### src/rtl/core_isa_pkg.sv
// Shared ISA definitions for the 4-bit-opcode core: opcode encoding,
// instruction field positions, fetch FSM states and the immediate extender.
package core_isa_pkg;

   typedef enum logic [3:0] {
      OP_ADD = 4'b0000,
      OP_SUB = 4'b0001,
      OP_AND = 4'b0010,
      OP_ORR = 4'b0011,
      OP_LSL = 4'b0100,
      OP_CMP = 4'b0101,
      OP_SET = 4'b0110,
      OP_LDR = 4'b0111,
      OP_STR = 4'b1000,
      OP_B   = 4'b1001,
      OP_BEQ = 4'b1010,
      OP_BGE = 4'b1011,
      OP_NOP = 4'b1111
   } opcodeT;

   typedef enum logic [1:0] {
      BOOT     = 2'd0,
      RUN      = 2'd1,
      REDIRECT = 2'd2
   } fetchStateT;

   localparam int WORD_W     = 32;
   localparam int OP_MSB     = 31;
   localparam int OP_LSB     = 28;
   localparam int IMM_BIT    = 27;
   localparam int RD_MSB     = 26;
   localparam int RD_LSB     = 23;
   localparam int RS1_MSB    = 22;
   localparam int RS1_LSB    = 19;
   localparam int RS2_MSB    = 18;
   localparam int RS2_LSB    = 15;
   localparam int IMMVAL_MSB = 14;

   // Sign-extend the 15-bit immediate field to a full data word.
   function automatic logic signed [WORD_W-1:0] signExtImm(input logic [WORD_W-1:0] word);
      return {{(WORD_W-IMMVAL_MSB-1){word[IMMVAL_MSB]}}, word[IMMVAL_MSB:0]};
   endfunction

endpackage

### src/rtl/instr_skid_buf.sv
// Output register plus one skid entry between the instruction memory
// response and decode. The skid always drains ahead of newer words so
// program order is preserved; flush drops both entries.
module instr_skid_buf #(
   parameter int DATA_W = 42
) (
   input  logic              clk,
   input  logic              rst_n,
   input  logic              flush,
   input  logic              inVld,
   output logic              inRdy,
   input  logic [DATA_W-1:0] inData,
   output logic              outVld,
   input  logic              outRdy,
   output logic [DATA_W-1:0] outData,
   output logic              skidFull
);

   logic              skidVld;
   logic [DATA_W-1:0] skidData;
   logic              consume;
   logic              loadSkid;

   assign consume  = outVld & outRdy;
   assign inRdy    = !skidVld || consume;
   assign skidFull = skidVld;

   // A word lands in the skid when the skid is being drained this cycle,
   // or when the output register is occupied and held.
   assign loadSkid = !flush && inVld && (skidVld ? consume : (outVld && !consume));

   // Occupancy flags and the output register (visible to decode, so reset).
   always_ff @(posedge clk or negedge rst_n) begin
      if (!rst_n) begin
         outVld  <= 1'b0;
         skidVld <= 1'b0;
         outData <= '0;
      end else if (flush) begin
         outVld  <= 1'b0;
         skidVld <= 1'b0;
      end else if (skidVld) begin
         if (consume) begin
            outData <= skidData;
            skidVld <= inVld;
         end
      end else if (inVld) begin
         if (!outVld || consume) begin
            outData <= inData;
            outVld  <= 1'b1;
         end else begin
            skidVld <= 1'b1;
         end
      end else if (consume) begin
         outVld <= 1'b0;
      end
   end

   // Skid payload; meaningful only while skidVld is set.
   always_ff @(posedge clk) begin
      if (loadSkid) skidData <= inData;
   end

endmodule

### src/rtl/fetch_issue_unit.sv
// Fetch and issue stage: owns the PC, drives the synchronous instruction
// memory, tags each read with the current epoch and issues sliced fields
// to decode through a two-entry skid buffer. Redirects flush the buffer,
// flip the epoch and restart fetch from the target.
module fetch_issue_unit
   import core_isa_pkg::*;
#(
   parameter int                ADDR_W   = 10,
   parameter logic [ADDR_W-1:0] RESET_PC = '0
) (
   input  logic              clk,
   input  logic              rst_n,
   output logic              imem_en,
   output logic [ADDR_W-1:0] imem_addr,
   input  logic [31:0]       imem_rdata,
   output logic              id_valid,
   input  logic              id_ready,
   output logic [3:0]        id_operation,
   output logic              id_imm,
   output logic [3:0]        id_rd,
   output logic [3:0]        id_rs1,
   output logic [3:0]        id_rs2,
   output logic [31:0]       id_immval,
   output logic [ADDR_W-1:0] id_pc,
   input  logic              redirect_valid,
   input  logic [ADDR_W-1:0] redirect_pc
);

   localparam int BUF_W = ADDR_W + WORD_W;

   fetchStateT         state;
   logic [ADDR_W-1:0]  pc;
   logic               epoch;
   logic               rdVld_p1;
   logic               rdEpoch_p1;
   logic [ADDR_W-1:0]  rdPc_p1;
   logic               fetchEn;
   logic [1:0]         occupancy;
   logic               bufInVld;
   logic               bufInRdy;
   logic               bufOutVld;
   logic [BUF_W-1:0]   bufOutData;
   logic               skidFull;
   logic [WORD_W-1:0]  issWord;
   logic signed [WORD_W-1:0] issImm;

   // Words already owned by this stage after this cycle's hand-off:
   // output register, skid entry and the read returning now.
   assign occupancy = {1'b0, bufOutVld} + {1'b0, skidFull} + {1'b0, rdVld_p1}
                    - {1'b0, bufOutVld & id_ready};

   // Fetch decision; a redirect suppresses fetch in its own cycle.
   always_comb begin
      fetchEn = 1'b0;
      if (!redirect_valid) begin
         case (state)
            BOOT, REDIRECT: fetchEn = 1'b1;
            RUN:            fetchEn = (occupancy < 2'd2) && bufInRdy;
            default:        fetchEn = 1'b0;
         endcase
      end
   end

   assign imem_en   = fetchEn & rst_n;
   assign imem_addr = pc;

   // Fetch FSM, PC and in-flight read tracking.
   always_ff @(posedge clk or negedge rst_n) begin
      if (!rst_n) begin
         state      <= BOOT;
         pc         <= RESET_PC;
         epoch      <= 1'b0;
         rdVld_p1   <= 1'b0;
         rdEpoch_p1 <= 1'b0;
      end else begin
         rdVld_p1   <= fetchEn;
         rdEpoch_p1 <= epoch;
         if (redirect_valid) begin
            state <= REDIRECT;
            pc    <= redirect_pc;
            epoch <= ~epoch;
         end else begin
            state <= RUN;
            if (fetchEn) pc <= pc + 1'b1;
         end
      end
   end

   // Address of the read in flight travels with it to the response.
   always_ff @(posedge clk) begin
      rdPc_p1 <= pc;
   end

   // ---- response stage: drop wrong-path words, buffer the rest ----
   assign bufInVld = rdVld_p1 && (rdEpoch_p1 == epoch);

   instr_skid_buf #(
      .DATA_W (BUF_W)
   ) uSkid (
      .clk      (clk),
      .rst_n    (rst_n),
      .flush    (redirect_valid),
      .inVld    (bufInVld),
      .inRdy    (bufInRdy),
      .inData   ({rdPc_p1, imem_rdata}),
      .outVld   (bufOutVld),
      .outRdy   (id_ready),
      .outData  (bufOutData),
      .skidFull (skidFull)
   );

   // ---- issue stage: slice fields out of the output register ----
   assign issWord      = bufOutData[WORD_W-1:0];
   assign issImm       = signExtImm(issWord);
   assign id_valid     = bufOutVld;
   assign id_pc        = bufOutData[BUF_W-1:WORD_W];
   assign id_operation = issWord[OP_MSB:OP_LSB];
   assign id_imm       = issWord[IMM_BIT];
   assign id_rd        = issWord[RD_MSB:RD_LSB];
   assign id_rs1       = issWord[RS1_MSB:RS1_LSB];
   assign id_rs2       = issWord[RS2_MSB:RS2_LSB];
   assign id_immval    = issImm;

endmodule

### config.mk
export PLATFORM = sky130hd
export DESIGN_NAME = fetch_issue_unit
export DESIGN_NICKNAME = d
export VERILOG_FILES = /design/src/rtl/core_isa_pkg.sv /design/src/rtl/instr_skid_buf.sv /design/src/rtl/fetch_issue_unit.sv
export SDC_FILE = /design/constraint.sdc
export NUM_CORES = 1
export LEC_CHECK = 0
export ABC_CLOCK_PERIOD_IN_PS = 5750
export BUFFER_PORTS_ARGS = -buffer_cell sky130_fd_sc_hd__buf_2
export CORE_MARGIN = 3
export CORE_UTILIZATION = 53
export CTS_CLUSTER_SIZE = 14
export DETAILED_ROUTE_END_ITERATION = 16
export PLACE_DENSITY_LB_ADDON = 0.08
export SETUP_SLACK_MARGIN = 0.15
export SKIP_CTS_REPAIR_TIMING = 1
export SKIP_LAST_GASP = 1
export SLEW_MARGIN = 10
export SYNTH_ARGS = -nofsm -noshare
export SYNTH_HDL_FRONTEND = slang
export SYNTH_HIERARCHICAL = 1
export SYNTH_SLANG_ARGS = --single-unit
### constraint.sdc
create_clock -name clk -period 5.75 [get_ports clk]
set_input_delay 0.2875 -clock clk [delete_from_list [all_inputs] [get_ports clk]]
set_output_delay 0.2875 -clock clk [all_outputs]
set_load 0.01 [all_outputs]
# Word-level counts from Yosys, hierarchy flattened
# Index checks and enable logic that the tools add are counted.
[op_classes]
reduce_logical = 19
muxes = 20
addsub = 4
n_eq_ne = 6
magnitude_cmp = 1
n_bitwise = 4
[ops]
columns = ["cell", "n"]
rows = [
  ["two-way mux 42 bit", 4],
  ["two-way mux 10 bit", 2],
  ["two-way mux 1 bit", 12],
  ["adder 10 x 1 -> 10 bit (second input constant)", 1],
  ["nonzero test 2 bit", 3],
  ["logical AND 1 bit", 5],
  ["zero test 1 bit", 4],
  ["inequality test 2 bit (second input constant)", 2],
  ["AND reduction 4 bit", 1],
  ["inequality test 3 bit (second input constant)", 1],
  ["AND reduction 3 bit", 1],
  ["nonzero test 3 bit", 1],
  ["adder 1 x 1 -> 2 bit", 1],
  ["adder 2 x 1 -> 2 bit", 1],
  ["AND 1 bit", 2],
  ["equality test 2 x 1 -> 1 bit (second input constant)", 1],
  ["equality test 2 bit (second input constant)", 1],
  ["zero test 2 bit", 1],
  ["logical OR 1 bit", 2],
  ["less-than comparator 2 bit (second input constant)", 1],
  ["two-way mux 2 bit", 1],
  ["NOT 1 bit", 2],
  ["case mux 1 bit (2 select lines)", 1],
  ["OR reduction 2 bit", 1],
  ["other kinds (2)", 2],
]
[word_totals]
inputBits = 46
register_bits = 111
elab_cells = 64
output_inout_bits = 71

# Depth between registers and ports, before layout
[logic_depth]
word_depth = 9
mapped_depth = 9
mapped_depth_nobuf = 9

# Hierarchy
# Netlist, hierarchy kept.
[modules_own_cells]
columns = ["module", "seq_area_each_um2", "cells_per_inst", "instances", "area_each_um2"]
rows = [
  ["instr_skid_buf", 2362.3, 195, 1, 3472.1],
  ["fetch_issue_unit", 575.6, 110, 1, 1163.6],
]

# Worst setup path after synthesis
# Ideal clock, no wire load.
[synth_path]
kind = "flip-flop to flip-flop"
startpoint = "reg uSkid.skidVld, in the netlist uSkid/skidFull"
endpoint = "reg uSkid.skidData[0] (enable)"
n_path_buf = 2
synth_period_minus_slack_ns = 4.445
stages_incl_launch_ff = 5
arrival_ns = 3.951
setup_slack_ns = 1.305
required_ns = 5.256
setup_time_ns = 0.494
cell_sequence = "dfrtp_1 > buf_2 > buf_1 > xor2_1 > nor3_1"
[synth_via]
elab_chain_len = 2
[synth_lines]
columns = ["item", "line_no", "text"]
rows = [
  ["start, declared", "instr_skid_buf.sv:19", "logic skidVld;"],
  ["start signal, assigned", "instr_skid_buf.sv:44", "skidVld <= inVld;"],
  ["two-way mux 1 bit", "instr_skid_buf.sv:30", "assign loadSkid = !flush && inVld && (skidVld ? consume : (outVld && !consume));"],
  ["logical AND 1 bit", "instr_skid_buf.sv:30", ""],
  ["net uSkid.loadSkid", "instr_skid_buf.sv:22", "logic loadSkid;"],
  ["end signal, assigned", "instr_skid_buf.sv:60", "if (loadSkid) skidData <= inData;"],
  ["end, declared", "instr_skid_buf.sv:20", "logic [DATA_W-1:0] skidData;"],
]
# The timed path passes the listed nets, and every way through them passes these cells.
# A chain may end at the register's enable or synchronous reset.

# Final worst setup path
[layout_path]
startpoint = "reg uSkid.skidVld, in the netlist uSkid/skidFull"
endpoint = "out imem_en"
[layout_via]
elab_chain_len = 8
elab_cells_between_ends = 10
cone_classes = "3 x add/sub; 1 x order compare; 2 x mux; 1 x bitwise; 3 x reduce/logical"
[layout_lines]
columns = ["item", "line_no", "text"]
rows = [
  ["adder 1 x 1 -> 2 bit", "fetch_issue_unit.sv:49", "assign occupancy = {1'b0, bufOutVld} + {1'b0, skidFull} + {1'b0, rdVld_p1}"],
  ["adder 2 x 1 -> 2 bit", "fetch_issue_unit.sv:49", ""],
  ["subtractor 2 x 1 -> 2 bit", "fetch_issue_unit.sv:50", "- {1'b0, bufOutVld & id_ready};"],
  ["less-than comparator 2 bit", "fetch_issue_unit.sv:58", "RUN: fetchEn = (occupancy < 2'd2) && bufInRdy;"],
  ["logical AND 1 bit *", "fetch_issue_unit.sv:58", ""],
  ["case mux 1 bit (2 select lines) *", "fetch_issue_unit.sv:56", "case (state)"],
  ["two-way mux 1 bit *", "fetch_issue_unit.sv:55", "if (!redirect_valid) begin"],
  ["net fetchEn", "fetch_issue_unit.sv:37", "logic fetchEn;"],
  ["AND 1 bit *", "fetch_issue_unit.sv:64", "assign imem_en = fetchEn & rst_n;"],
  ["end, declared", "fetch_issue_unit.sv:13", "output logic imem_en,"],
]
# The timed path passes the listed nets; every way through them passes the cells marked *.

==> qor.json <==
{
  "outcome": {
    "outcome": "finished, final reports clean"
  },
  "yosys": {
    "synth_compound_gate_area_share": 0.0489,
    "syn-instance-count": 305,
    "yosys.area_share.xor_xnor": 0.0132,
    "synthesized_netlist_net_count": 354,
    "share_of_async_settable_or_async_resettable_flops_after_synthesis": 0.532,
    "synthesis.area_per_instance_um2": 15.2,
    "synth_simple_gate_area_frac": 0.0426,
    "yosys-mux-area-fraction": 0.206,
    "post_synth_fa_ha_maj_area_fraction": 0.00810,
    "unique_cell_type_count_in_the_yosys_netlist": 44,
    "postSynthRegisterBits": 111,
    "combinational_family_with_the_most_area_after_synthesis": "multiplexers",
    "post_syn_area_um2": 4640,
    "synthFlopType": "sky130_fd_sc_hd__dfrtp_1",
    "synth_sequential_area_ratio": 0.634,
    "synth_enable_flop_cells": 42,
    "yosysWarningCount": 6
  },
  "detailed_routing": {
    "dr_drc_count": 0,
    "dr.first_iter.drc_count": 45,
    "routed_wl_mm": 8.17,
    "wl_per_cell_um": 15.8,
    "vias_cell": 5.14,
    "num_vias": 2664,
    "postRouteAntennaNets": 0,
    "drt-pass1-iter-count": 4
  },
  "floorplan": {
    "core_area_um2": 8340,
    "floorplan.die.width_um": 99.5,
    "die_height_um": 99.5,
    "initial_utilization": 0.556,
    "design.die.area_um2": 9910,
    "site_row_count": 33,
    "io_pins": 117
  },
  "sta": {
    "final.hold.worst_slack_ps": 85.2,
    "period_minus_slack_ps": 3380,
    "timing.final.crit_share": 0.588,
    "clock.fmax_mhz": 296,
    "rsz0062_at_grt": "no",
    "worst_pin_slew_ps": 1140,
    "report.final.slew_viol_count": 0,
    "setup_viol": 0,
    "hold_viol": 0,
    "timing.clock.skew_ps": 12.0,
    "slew_margin_rel": 0.239,
    "setup_ws_ps": 2370,
    "total_negative_setup_slack_ps": 0
  },
  "clocking": {
    "clock_latency_ps": 350,
    "htreeDepth": 3,
    "tritoncts.num_buffers": 9,
    "ctsRootBufferMaster": "sky130_fd_sc_hd__clkbuf_8",
    "clock_sink_count": 111,
    "clk_pin_slew_worst_paths_ps": 100,
    "ctsLongestPathBuffers": 2,
    "tritoncts": "built"
  },
  "critical_path": {
    "crit_path_end": "imem_en",
    "r2r-end": "imem_addr[8]",
    "critPathRequiredTime_ps": 5460,
    "worst_ep_arrival_time_ps": 3090,
    "crit-reg2reg-launch": "uSkid/skidFull",
    "rrSetupSlack_ps": 2880,
    "criticalPathCategory": "reg -> out",
    "reg2regPathDepth": 6,
    "critical_path_source": "uSkid/skidFull",
    "critPathMaxFanout": 51,
    "endpoint_kind": "output port",
    "timing.critical_path.from_type": "flip-flop"
  },
  "hold_path": {
    "hp-class": "in -> async"
  },
  "placed_design": {
    "post-dp-hpwl_mm": 5.48,
    "numPortBuffers": 116,
    "final_estimated_routing_congestion_in_global_placement": 0.694,
    "placement.setup.worst_slack_ps": 2740
  },
  "global_route": {
    "grt_first_pass_wirelength_mm": 13.5,
    "antenna_found_initial": 0,
    "grt_start_max_net_pins": 61,
    "grt_util_all_layers": 0.172,
    "grt_overflow": 0,
    "first_global_vias": 2750
  },
  "job": {
    "cap_viol_max_count": 0
  },
  "final_layout": {
    "ratio_of_cells_with_drive_above_1_in_the_final_layout": 0.542,
    "nets": 457,
    "filler_cell_count": 625,
    "antenna-diode-count": 0,
    "synthesis_to_layout_area_growth_pct": 16.1
  },
  "pwr": {
    "powerDensity_nw_per_um2": 427,
    "p_total_uw": 2300,
    "power_leakage_uw": 0.00229,
    "ir_drop_uv": 203
  }
}
[cell type report]
type                            count  area (um2)  area share
Sequential cell                   111        2940       0.546
Multi-Input combinational cell    161        1480       0.276
Timing Repair Buffer              120         611       0.113
Tap cell                          105         131      0.0244
Clock buffer                       10         128      0.0237
Clock inverter                      6        70.1      0.0130
Inverter                            5        18.8     0.00349
[synth_stat cells, types with 2 or more instances]
| cell | n | area [um2] |
|---|---|---|
| sky130_fd_sc_hd__a211o_1 | 2 | 17.5 |
| sky130_fd_sc_hd__a21oi_1 | 3 | 15.0 |
| sky130_fd_sc_hd__a31oi_1 | 3 | 18.8 |
| sky130_fd_sc_hd__and2_1 | 2 | 12.5 |
| sky130_fd_sc_hd__buf_1 | 2 | 7.51 |
| sky130_fd_sc_hd__buf_4 | 17 | 128 |
| sky130_fd_sc_hd__buf_6 | 4 | 45.0 |
| sky130_fd_sc_hd__clkbuf_1 | 4 | 15.0 |
| sky130_fd_sc_hd__dfrtp_1 | 59 | 1480 |
| sky130_fd_sc_hd__dfxtp_1 | 10 | 200 |
| sky130_fd_sc_hd__edfxtp_1 | 42 | 1260 |
| sky130_fd_sc_hd__ha_1 | 3 | 37.5 |
| sky130_fd_sc_hd__inv_1 | 5 | 18.8 |
| sky130_fd_sc_hd__mux2_1 | 3 | 33.8 |
| sky130_fd_sc_hd__mux2_2 | 81 | 912 |
| sky130_fd_sc_hd__nand2_1 | 11 | 41.3 |
| sky130_fd_sc_hd__nand2b_1 | 2 | 12.5 |
| sky130_fd_sc_hd__nor2_1 | 7 | 26.3 |
| sky130_fd_sc_hd__nor2b_1 | 2 | 12.5 |
| sky130_fd_sc_hd__o211ai_1 | 4 | 30.0 |
| sky130_fd_sc_hd__o21ai_0 | 9 | 45.0 |
| sky130_fd_sc_hd__or4_1 | 2 | 15.0 |
| sky130_fd_sc_hd__xor2_1 | 7 | 61.3 |
[per-layer routing]
metal	track usage	wire length (um)
met2	0.279	3930
met3	0.0330	443
met1	0.238	3780
met5	0	0
met4	0.0525	18
[metrics by stage]
step | area [um2] | instances | utilization
floorplan | 4640 | 305 | -
global placement | 5180 | 502 | 0.622
detailed placement | 5180 | 502 | 0.622
CTS | 5380 | 518 | 0.645
global route | 5380 | 518 | 0.645
finish | 5380 | 518 | 0.645
[report_power, final]
group	total, uW	leakage (uW)	switching, uW	internal [uW]
registers	1140	0.00116	127	1010
logic	700	0.00103	330	370
clock network	461	0.000101	256	205
[how the worst min path moves through the flow]
| stage | start | end | depth (start not counted) |
|---|---|---|---|
| floorplan | rst_n | epoch | 0 |
| finish | rst_n | imem_addr[3] | 2 |
| global placement | rdPc_p1[6] | uSkid/skidData[38] | 0 |
| CTS | imem_rdata[25] | uSkid/skidData[25] | 1 |
| detailed placement | rdPc_p1[6] | uSkid/skidData[38] | 0 |
| global route | imem_rdata[25] | uSkid/skidData[25] | 1 |
[cells in the final DEF (no fill, tap or decap), drive strengths merged, types with 2 or more instances in the layout]
cell type and instances:
a211o 2, xor2 7, nor2b 2, or3 2
nor2 7, a31oi 3, a21oi 3, edfxtp 42
buf 120, clkinv 4, inv 6, nand2b 2
clkbuf 10, o21ai 11, dfxtp 10, o211ai 4
and2 3, dfrtp 59, nand2 12, mux2 84
ha 3, or4 2
[critical path, cell delays in order, from the launching register on]
cell                      delay (ps)
sky130_fd_sc_hd__dfrtp_2        1140
sky130_fd_sc_hd__ha_1            400
sky130_fd_sc_hd__a21oi_1         130
sky130_fd_sc_hd__and2b_1         260
sky130_fd_sc_hd__o21ai_1         410
sky130_fd_sc_hd__nor2_1          100
sky130_fd_sc_hd__and2_1          180
sky130_fd_sc_hd__buf_2           130
[logic make-up (layout without fill, tap and decap cells)]
kind of cell,after synthesis,count (layout)
flip-flops,111,111
AO/OA/AOI/OAI,29,29
adder cells (fa/ha/maj),3,3
AND/OR/NAND/NOR,37,37
multiplexers,85,85
XOR/XNOR,7,7
buffers and inverters,33,141
[flip-flops by register name, summed over array words and instances, names as in the netlist]
signal / cells
rdPc_p1: 10
uSkid/outData: 42
rdVld_p1: 1
rdEpoch_p1: 1
state: 2
uSkid/skidData: 42
uSkid/outVld: 1
uSkid/skidFull: 1
imem_addr: 10
epoch: 1
No activity file was read; power rests on OpenSTA's default activity.
